### src/rtl/dm_access_unit.sv
// Data-memory access sequencer: one load/store at a time over a req/ack word port,
// with byte-enable/lane-replication on stores and extract/extend on loads.
module dm_access_unit #(
  parameter int unsigned ADDR_W = 32
) (
  input  logic              clk,
  input  logic              rstn,
  input  logic              req,
  input  logic              we,
  input  logic [1:0]        dmop,
  input  logic              lsign,
  input  logic [ADDR_W-1:0] addr,
  input  logic [31:0]       wdata,
  output logic              busy,
  output logic              done,
  output logic              align_err,
  output logic [31:0]       rdata,
  output logic              mem_req,
  output logic              mem_we,
  output logic [ADDR_W-3:0] mem_addr,
  output logic [3:0]        mem_be,
  output logic [31:0]       mem_wdata,
  input  logic [31:0]       mem_rdata,
  input  logic              mem_ack
);

  localparam int unsigned WA_W = ADDR_W - 2;

  typedef enum logic [1:0] {IDLE, ACCESS, DONE} state_t;

  state_t      state;
  logic [1:0]  lane_q;
  logic [1:0]  dmop_q;
  logic        lsign_q;

  logic        misaligned;
  logic [3:0]  be_n;
  logic [31:0] wdata_rep;
  logic [7:0]  byte_v;
  logic [15:0] half_v;
  logic [31:0] ld_val;

  // Request decode from live inputs, used only on the accepting edge
  always_comb begin
    misaligned = 1'b0;
    be_n       = 4'b0000;
    wdata_rep  = wdata;
    unique case (dmop)
      2'b00: begin
        be_n      = 4'b0001 << addr[1:0];
        wdata_rep = {4{wdata[7:0]}};
      end
      2'b01: begin
        misaligned = addr[0];
        be_n       = addr[1] ? 4'b1100 : 4'b0011;
        wdata_rep  = {2{wdata[15:0]}};
      end
      2'b11: begin
        misaligned = (addr[1:0] != 2'b00);
        be_n       = 4'b1111;
      end
      default: misaligned = 1'b1;
    endcase
  end

  // Lane extraction and extension of returning read data
  always_comb begin
    byte_v = 8'h00;
    half_v = lane_q[1] ? mem_rdata[31:16] : mem_rdata[15:0];
    ld_val = mem_rdata;
    unique case (lane_q)
      2'd0:    byte_v = mem_rdata[7:0];
      2'd1:    byte_v = mem_rdata[15:8];
      2'd2:    byte_v = mem_rdata[23:16];
      default: byte_v = mem_rdata[31:24];
    endcase
    unique case (dmop_q)
      2'b00:   ld_val = {{24{lsign_q & byte_v[7]}}, byte_v};
      2'b01:   ld_val = {{16{lsign_q & half_v[15]}}, half_v};
      default: ld_val = mem_rdata;
    endcase
  end

  always_ff @(posedge clk or negedge rstn) begin
    if (!rstn) begin
      state     <= IDLE;
      busy      <= 1'b0;
      done      <= 1'b0;
      align_err <= 1'b0;
      rdata     <= 32'h0;
      mem_req   <= 1'b0;
      mem_we    <= 1'b0;
      mem_addr  <= WA_W'(0);
      mem_be    <= 4'b0000;
      mem_wdata <= 32'h0;
      lane_q    <= 2'b00;
      dmop_q    <= 2'b00;
      lsign_q   <= 1'b0;
    end else begin
      unique case (state)
        IDLE: begin
          done      <= 1'b0;
          align_err <= 1'b0;
          if (req) begin
            busy      <= 1'b1;
            mem_addr  <= addr[ADDR_W-1:2];
            mem_wdata <= wdata_rep;
            lane_q    <= addr[1:0];
            dmop_q    <= dmop;
            lsign_q   <= lsign;
            if (misaligned) begin
              state     <= DONE;
              done      <= 1'b1;
              align_err <= 1'b1;
            end else begin
              state   <= ACCESS;
              mem_req <= 1'b1;
              mem_we  <= we;
              mem_be  <= be_n;
            end
          end
        end
        ACCESS: begin
          if (mem_ack) begin
            state   <= DONE;
            done    <= 1'b1;
            mem_req <= 1'b0;
            mem_we  <= 1'b0;
            mem_be  <= 4'b0000;
            if (!mem_we) rdata <= ld_val;
          end
        end
        DONE: begin
          state     <= IDLE;
          busy      <= 1'b0;
          done      <= 1'b0;
          align_err <= 1'b0;
        end
        default: state <= IDLE;
      endcase
    end
  end

endmodule

### config.mk
export PLATFORM = sky130hd
export DESIGN_NAME = dm_access_unit
export DESIGN_NICKNAME = d
export VERILOG_FILES = /design/src/rtl/dm_access_unit.sv
export SDC_FILE = /design/constraint.sdc
export NUM_CORES = 1
export LEC_CHECK = 0
export CELL_PAD_IN_SITES_DETAIL_PLACEMENT = 1
export CELL_PAD_IN_SITES_GLOBAL_PLACEMENT = 2
export CORE_ASPECT_RATIO = 1.75
export CORE_MARGIN = 2
export CORE_UTILIZATION = 26
export CTS_CLUSTER_DIAMETER = 40
export DETAILED_ROUTE_END_ITERATION = 8
export PLACE_DENSITY_LB_ADDON = 0.12
export RECOVER_POWER = 25
export SETUP_SLACK_MARGIN = 0.1
export SLEW_MARGIN = 10
export SYNTH_ARGS = -nofsm -noshare
export SYNTH_HDL_FRONTEND = slang
export SYNTH_SLANG_ARGS = --single-unit
### constraint.sdc
create_clock -name clk -period 2.6 [get_ports clk]
set_clock_uncertainty 0.15 [all_clocks]
set_input_delay 0.52 -clock clk [delete_from_list [all_inputs] [get_ports clk]]
set_output_delay 0.52 -clock clk [all_outputs]
set_load 0.005 [all_outputs]
==> run summary, run 1 <==
# setup viols final - 0
Total iterations of the first detailed-routing run - 4
Share of layout cells above drive strength 1 - 0.132
Critical Path Fanout Max - 11
Post-Synth Adder-Cell Area - 0.00958
Post-Layout Inst Area - 7970 um2
# port buffers - 206
CTS Buf Count - 9
# diodes - 0
Setup bufs post-CTS - 0
Post-Layout Cell Count - 936
Fin crit period - 2.09 ns
Pwr/cell area - 1110 nW/um2
Num rows - 68
Top-area cell type share of the netlist area - 0.527
IO Count - 207
Drt total wl - 18,600 um
Sw frac - 0.329
# clock sinks - 110
Vert. Die Dim - 192 um
HP Class - register to register
Clock latency on the worst-skew pair - 0.36 ns
Util after Layout - 0.404
DRC Markers - 0
Largest cells by area after synthesis - dfrtp_1, mux2_2, mux2i_1
Status - complete, no violations
CP Class - register to register
Antenna viol nets, final - 0
Clock slew at reported path FFs - 0.08 ns
Fin. max-slew vios - 0
Number of global-route vias before repair - 5,111
CTS tree - built
Switch Pwr - 2910 uW
Fin crit share - 0.804
Commonest cells in the netlist - dfrtp_1, o21ai_0, mux2_2
Max frequency - 478 MHz
Xor/xnor cell area share of the yosys netlist - 0.00168
Critical Path AT - 2.23 ns
Most common cell in the netlist - dfrtp_1
Final WS setup - 0.508 ns
Fin. Hold Viols - 0
Largest family of logic cells by synthesized area - compound AO/OA/AOI/OAI gates
Register area share after synthesis - 0.527
Core area - 19,700 um2
Global-route wire length before repair - 29,200 um
Initial core utilization - 0.265
Avg Synthesized Cell Area - 10.8 um2
HPWL Detailed - 14,300 um
Mux share of post-synthesis cell area - 0.148
Initial DRC Count - 142
RSZ-0062 raised after global routing - false
#FFs+latches synth - 110
Gr ovfl total - 0
Worst Setup End Kind - register
Slew Limit Headroom - 0.494
Wire per inst - 19.8 um
CP Launch Type - register
Post-CTS Resized - 0
Tightest Pin Transition - 0.760 ns
Syn_nets - 591
Clk buf depth - 2
Number of synthesized flops with an enable pin - 0
Cell taking the most area after synthesis - dfrtp_1
Placer congestion estimate - 0.789
Hold-fix buffers, CTS - 1
Asr flop ratio synth - 1.00
Setup WS pre-CTS - 0.214 ns
Area growth from synthesis to layout - 52.6%
Post-synthesis cell type count - 49
Initial antenna violation count - 0
Worst vdd ir - 0.546 mV
Post-Synthesis Cells - 483
Synth Cell Area - 5230 um2
Final Net Count - 795
Total GRT Usage - 0.177
Compound-cell area share of the yosys netlist - 0.182
CTS root buffer - clkbuf_16
Synth Area in Simple Gates - 0.0900
Die width - 111 um
Clock Power Share - 0.192
Largest net degree at the start of global routing - 65
Setup Total Neg Slack - 0 ns
Number of instances in the placed design - 920
Routed via count - 4,590
Logic pwr share - 0.452
R2R setup slack - 0.51 ns
Sequential share of power - 0.356
Top FF cell, synth - dfrtp_1
Post-place instance area - 7610 um2
Lkg Pwr - 0.00330 uW
Cell-internal power - 5940 uW
Max-cap violation count - 0
H-tree levels - 3
Via density - 4.90
Worst Path Required - 2.74 ns
Die Area - 21,300 um2
YS warnings - 0
metrics by stage:
| step | power (uW) | hold slack, ns |
|---|---|---|
| 2_1_floorplan | 4780 | 0.0744 |
| 3_3_place_gp | 7170 | 0.195 |
| 3_5_place_dp | 7270 | 0.196 |
| 4_1_cts | 9030 | 0.338 |
| 5_1_grt | 9500 | 0.371 |
| 6_report | 8850 | 0.333 |
cell families after synthesis:
| group | after synthesis |
|---|---|
| compound gates | 150 |
| xor+xnor | 1 |
| fa+ha+maj | 4 |
| buf+inv | 48 |
| flops | 110 |
| mux | 71 |
| simple gates | 99 |
metal layers:
| layer | global-route usage | share of wire | wire length [um] | vias to the layer above |
|---|---|---|---|---|
| met5 | 0 | 0 | 0 | - |
| met4 | 0.0594 | 0.022 | 406 | 0 |
| met3 | 0.0507 | 0.061 | 1130 | 17 |
| met2 | 0.340 | 0.56 | 10400 | 149 |
| met1 | 0.182 | 0.36 | 6690 | 2297 |
| li1 | - | - | - | 2127 |
cell type report:
class                           instances  area (um2)
Clock inverter                          6         134
Clock buffer                            9         225
Multi-Input combinational cell        325        2260
Timing Repair Buffer                  228        2250
Tap cell                              245         307
Sequential cell                       110        2750
Fill cell                            2210       11800
Inverter                               13        48.8
cells in the final DEF (no fill, tap or decap), drive strengths merged, types with 2 or more instances in the layout:
| cell | count |
|---|---|
| clkdlybuf4s50 | 205 |
| dfrtp | 110 |
| o21ai | 50 |
| mux2 | 42 |
| nand2 | 38 |
| a21oi | 37 |
| nor2 | 37 |
| mux2i | 28 |
| buf | 20 |
| o211ai | 16 |
| inv | 14 |
| a211oi | 13 |
| clkbuf | 11 |
| nor2b | 9 |
| a22oi | 9 |
| a21o | 7 |
| o41ai | 6 |
| nor4 | 4 |
| ha | 4 |
| bufinv | 4 |
| a22o | 3 |
| nand2b | 3 |
| o2bb2ai | 2 |
| nand3b | 2 |
power groups by stage:
stage	sequential (uW)	combinational (uW)	clock, uW
floorplan	3090	1690	0
global placement	3140	4030	0
detailed placement	3190	4080	0
CTS	3170	4100	1760
global route	3280	4400	1830
finish	3150	4000	1700
flip-flops by register name, summed over array words and instances, names as in the netlist:
name       cells
mem_we         1
busy           1
align_err      1
lane_q         2
done           1
state          2
mem_be         4
rdata         32
mem_wdata     32
dmop_q         2
mem_req        1
mem_addr      30
lsign_q        1
worst paths after layout:
check                                      from  depth (start not counted)                       end
hold / removal             rdata[2]$_DFFE_PN0P_                          2      rdata[2]$_DFFE_PN0P_
hold reg to reg            rdata[2]$_DFFE_PN0P_                          2      rdata[2]$_DFFE_PN0P_
min in group asynchronous                  rstn                          2     rdata[16]$_DFFE_PN0P_
setup reg to reg           state[0]$_DFFE_PN0P_                          6     mem_be[2]$_DFFE_PN0P_
setup / recovery           state[0]$_DFFE_PN0P_                          6     mem_be[2]$_DFFE_PN0P_
max in group asynchronous                  rstn                          3  mem_wdata[7]$_DFFE_PN0P_
worst max-delay path: stages, from the launching register on:
cell and delay, ns:
dfrtp_1 0.42, inv_1 0.13, ha_1 0.42, nand2_4 0.21, a2111oi_2 0.45, o21ai_0 0.15, o21ai_0 0.09
(Power assumes the default switching activity.)
==> inputs of run 2 (changes only) <==
==> constraint.sdc (replaced) <==
create_clock -name clk -period 1.98 [get_ports clk]
set_clock_uncertainty 0.15 [all_clocks]
set_input_delay 0.396 -clock clk [delete_from_list [all_inputs] [get_ports clk]]
set_output_delay 0.396 -clock clk [all_outputs]
set_load 0.005 [all_outputs]
==> run 2 against run 1 <==
Non-clock buffer count up 27. First-iteration DRC count unchanged. Cell area up 4.0%. Critical endpoint is now mem_be[1]. Largest power group unchanged. Sequential share of layout area down 1.3 points. Cell count up 3.0%. Wire length up 2.7%. Global-route usage up 0.28 points. Largest cell class unchanged. Flip-flop and latch count unchanged. Via count up 2.4%. Combinational power up 41%.
==> run summary, run 2 (same netlist as run 1, synthesis figures left out) <==
Status - complete, no violations
Util after Layout - 0.420
Via density - 4.87
Share of layout cells above drive strength 1 - 0.174
Num rows - 68
Wire per inst - 19.8 um
Worst Path Required - 1.43 ns
Fin. Hold Viols - 0
# clock sinks - 110
Largest net degree at the start of global routing - 65
CP Launch Type - register
Tightest Pin Transition - 0.976 ns
Slowest cell on crit path - clkdlybuf4s50_1
Initial antenna violation count - 0
Filler cells - 2,233
Worst hold path cell count - 2
Worst Setup End Kind - output port
Routed via count - 4,699
Global-route wire length before repair - 29,600 um
Crit-path cells - clkdlybuf4s50_1
Critical Path Fanout Max - 2
Fin crit share - 0.921
R2R cell count - 5
Vert. Die Dim - 192 um
Lkg Pwr - 0.00350 uW
H-tree levels - 3
# port buffers - 206
Pwr/cell area - 1430 nW/um2
Die width - 111 um
Gr ovfl total - 0
Setup Total Neg Slack - 0 ns
CTS root buffer - clkbuf_16
Worst vdd ir - 0.629 mV
Core area - 19,700 um2
Crit path max-delay family - buffers and inverters
Total iterations of the first detailed-routing run - 4
Max-cap violation count - 0
Critical path depth - 1
Max frequency - 548 MHz
# setup viols final - 0
Clk buf depth - 2
Antenna viol nets, final - 0
Most frequent cells in the layout - clkdlybuf4s50_1, dfrtp_1, o21ai_0, mux2_2, buf_4
WP buf/inv - 1
CTS Buf Count - 9
Clock slew at reported path FFs - 0.08 ns
Area growth from synthesis to layout - 58.8%
Initial core utilization - 0.265
Number of global-route vias before repair - 5,303
HP Class - register to register
Die Area - 21,300 um2
Critical Path AT - 1.28 ns
Top flop regs - mem_wdata x32, rdata x32, mem_addr x30
Drt total wl - 19,100 um
DRC Markers - 0
Leading cell type in the layout, fill and taps excluded - clkdlybuf4s50_1
IO Count - 207
RSZ-0062 raised after global routing - true
Initial DRC Count - 142
CP peak stage delay - 0.56 ns
Slew Limit Headroom - 0.350
Fin. max-slew vios - 0
Total GRT Usage - 0.180
Placer congestion estimate - 0.874
CTS tree - built
Final Net Count - 822
Fin crit period - 1.82 ns
CP Class - register to output port
HPWL Detailed - 14,800 um
Clock latency on the worst-skew pair - 0.35 ns
# diodes - 0
run 2: changes by cell type in the layout (fill, tap and decap cells not counted), sizes merged:
cell	before	now
dlymetal6s2s	0	2
clkbuf	11	14
clkdlybuf4s50	205	203
bufinv	4	3
clkinvlp	0	1
inv	14	13
buf	20	46
run 2: final cells by class:
type / instances / area (um2) / share of cell area
timing repair buffer: 255 / 2520 / 0.304
clock buffer: 11 / 243 / 0.0293
clock inverter: 5 / 106 / 0.0128
tap: 245 / 307 / 0.0370
sequential: 110 / 2750 / 0.332
inverter: 13 / 48.8 / 0.00588
multi-input combinational: 325 / 2320 / 0.280
run 2: layer usage:
metal | global-route usage | share of wire
met3 | 0.0504 | 0.064
met1 | 0.172 | 0.34
met5 | 0 | 0
met2 | 0.353 | 0.56
met4 | 0.0769 | 0.031
run 2: metrics by stage:
step / instance area [um2] / instances / total power (uW) / hold WS (ns) / worst slack, ns
2_1_floorplan: 5230 / 483 / 6290 / -0.0496 / 0.132
3_3_place_gp: 7840 / 944 / 9540 / 0.276 / -0.143
3_5_place_dp: 7840 / 944 / 9720 / 0.281 / -0.224
4_1_cts: 8230 / 961 / 12000 / 0.333 / 0.0939
5_1_grt: 8300 / 964 / 12700 / 0.353 / 0.0743
6_report: 8300 / 964 / 11800 / 0.329 / 0.156
run 2: what timing repair did:
action,CTS,global route
setup endpoints to repair,15,22
gates resized for setup,5,7
pin swaps,0,2
cloned,0,1
hold endpoints to repair,64,0
hold buffers,1,0
setup buffers,0,2
run 2: power breakdown:
group | switching [uW] | leakage (uW) | internal [uW]
clock | 857 | 0.000166 | 1280
combinational | 2330 | 0.00202 | 3310
sequential | 717 | 0.00131 | 3340
total | 3910 | 0.00350 | 7930
run 2: worst paths after layout:
| check | from | endpoint | slack [ns] |
|---|---|---|---|
| worst min register to register | rdata[1]$_DFFE_PN0P_ | rdata[1]$_DFFE_PN0P_ | 0.33 |
| max in group asynchronous | rstn | mem_wdata[8]$_DFFE_PN0P_ | 0.30 |
| worst max-delay path | mem_be[1]$_DFFE_PN0P_ | mem_be[1] | 0.16 |
| worst min-delay path | rdata[1]$_DFFE_PN0P_ | rdata[1]$_DFFE_PN0P_ | 0.33 |
| min in group asynchronous | rstn | rdata[18]$_DFFE_PN0P_ | 0.56 |
| worst max register to register | dmop_q[1]$_DFFE_PN0P_ | rdata[4]$_DFFE_PN0P_ | 0.16 |
run 2: worst min-delay path, delay by kind of cell (launching register included):
kind / cells / cell delay (ns)
simple gates: 1 / 0.05
compound gates: 1 / 0.05
flops: 1 / 0.34
==> inputs of run 3 (changes only) <==
--- a/config.mk
+++ b/config.mk
@@ -14,6 +14,7 @@
 export DETAILED_ROUTE_END_ITERATION = 8
 export PLACE_DENSITY_LB_ADDON = 0.12
 export RECOVER_POWER = 25
+export REMOVE_ABC_BUFFERS = 1
 export SETUP_SLACK_MARGIN = 0.1
 export SLEW_MARGIN = 10
 export SYNTH_ARGS = -nofsm -noshare
==> run 3 against run 2 <==
Global-route usage is 0.46 points lower. Cell count stayed put. Highest routed layer is now met5. Critical path type is now input port to register. Utilization is 0.46 points lower.
==> run summary, run 3 (same netlist as run 1, synthesis figures left out) <==
Status - complete, no violations
Slew Limit Headroom - 0.396
Die Area - 21,300 um2
Number of global-route vias before repair - 5,246
Tightest Pin Transition - 0.906 ns
Critical Path AT - 1.88 ns
HP Class - register to register
Placer congestion estimate - 0.801
FF/Latch Area - 2750 um2
# port buffers - 206
Die width - 111 um
Worst Path Required - 2.05 ns
WP buf/inv - 2
Wire per inst - 19.2 um
Slowest cell on crit path - clkdlybuf4s50_1
Fin crit period - 1.81 ns
Max-cap violation count - 0
CTS Buf Count - 9
Via density - 4.87
Util after Layout - 0.416
HPWL Detailed - 14,200 um
Area growth from synthesis to layout - 57.0%
Initial antenna violation count - 1
Num rows - 68
Multi-input gate area - 2290 um2
Setup crit start - mem_rdata[31]
Max frequency - 551 MHz
Reg2Reg Launch Point - state[1]$_DFFE_PN0P_
Fin crit share - 0.916
Clock latency on the worst-skew pair - 0.35 ns
IO Count - 207
Critical path depth - 5
Worst vdd ir - 0.524 mV
DRC Markers - 0
Total iterations of the first detailed-routing run - 4
Top flop regs - mem_wdata x32, rdata x32, mem_addr x30
CP Launch Type - input port
Initial DRC Count - 162
Gr ovfl total - 0
Vert. Die Dim - 192 um
Clock slew at reported path FFs - 0.07 ns
Crit-path cells - clkdlybuf4s50_1 -> mux4_2 -> nor2_2 -> buf_4 -> o21ai_0
Total GRT Usage - 0.175
Largest net degree at the start of global routing - 44
# setup viols final - 0
R2R cell count - 7
Routed via count - 4,693
Fin. max-slew vios - 0
# clock sinks - 110
Reg2reg end - rdata[26]$_DFFE_PN0P_
Initial core utilization - 0.265
Critical Path Fanout Max - 4
Crit path max-delay family - buffers and inverters
Final Net Count - 822
RSZ-0062 raised after global routing - true
Most frequent cells in the layout - clkdlybuf4s50_1, dfrtp_1, o21ai_0, mux2_2, buf_4
H-tree levels - 3
Leading cell type in the layout, fill and taps excluded - clkdlybuf4s50_1
# diodes - 0
Core area - 19,700 um2
CTS root buffer - clkbuf_16
Pwr/cell area - 1390 nW/um2
Global-route wire length before repair - 29,200 um
CTS tree - built
Clk buf depth - 2
CP peak stage delay - 0.52 ns
CP Capture Point - rdata[26]$_DFFE_PN0P_
Worst Setup End Kind - register
Total chip power - 11,400 uW
R2R setup slack - 0.17 ns
Lkg Pwr - 0.00342 uW
CP Class - input port to register
Share of layout cells above drive strength 1 - 0.172
Fin. Hold Viols - 0
Antenna viol nets, final - 0
Filler cells - 2,235
Drt total wl - 18,500 um
-- run 3: report_power, final --
group	internal [uW]	total (uW)	switching, uW
Clock	892	1760	871
Combinational	3280	5570	2300
Sequential	3340	4060	715
Total	7510	11400	3880
-- run 3: repair_timing --
action,4_1_cts,5_1_grt
hold buffers,1,0
hold endpoints to repair,28,0
pin swaps,1,1
buffers inserted,1,0
resized for setup,4,9
setup endpoints to repair,7,23
-- run 3: through the flow --
stage / TNS (ns) / setup slack, ns / area [um2] / hold slack, ns / cells
CTS: 0 / 0.114 / 8180 / 0.338 / 964
global placement: -7.80 / -0.195 / 7880 / 0.222 / 946
finish: 0 / 0.167 / 8210 / 0.330 / 964
global route: 0 / 0.0896 / 8210 / 0.368 / 964
detailed placement: -11.03 / -0.278 / 7880 / 0.230 / 946
floorplan: -30.09 / -0.615 / 5060 / -0.0496 / 448
-- run 3: worst min-delay path by stage --
stage | depth (start not counted) | startpoint | slack [ns] | endpoint
floorplan | 0 | rstn | -0.05 | align_err$_DFFE_PN0P_
global placement | 1 | rstn | 0.22 | rdata[16]$_DFFE_PN0P_
global route | 2 | mem_wdata[13]$_DFFE_PN0P_ | 0.37 | mem_wdata[13]$_DFFE_PN0P_
CTS | 2 | mem_wdata[15]$_DFFE_PN0P_ | 0.34 | mem_wdata[15]$_DFFE_PN0P_
finish | 2 | mem_wdata[15]$_DFFE_PN0P_ | 0.33 | mem_wdata[15]$_DFFE_PN0P_
detailed placement | 1 | rstn | 0.23 | rdata[24]$_DFFE_PN0P_
-- run 3: worst min-delay path, delay by kind of cell, from the launching register on --
family          cells  cell delay [ns]
simple gates        1             0.04
compound gates      1             0.06
flops               1             0.34
-- run 3: layout make-up --
type,count,share of cell area
clock buffers,11,0.0296
clock inverters,5,0.00412
inverters,13,0.00595
multi-input cells,325,0.279
flip-flops and latches,110,0.335
well taps,245,0.0374
repair buffers,255,0.308
-- run 3: per-layer routing --
layer	share of wire	routed length, um	up-vias	global-route usage
met5	0.00070	13	-	0
met4	0.022	412	2	0.0655
met3	0.066	1210	21	0.0533
met2	0.54	10100	149	0.328
met1	0.37	6770	2328	0.182
li1	-	-	2193	-
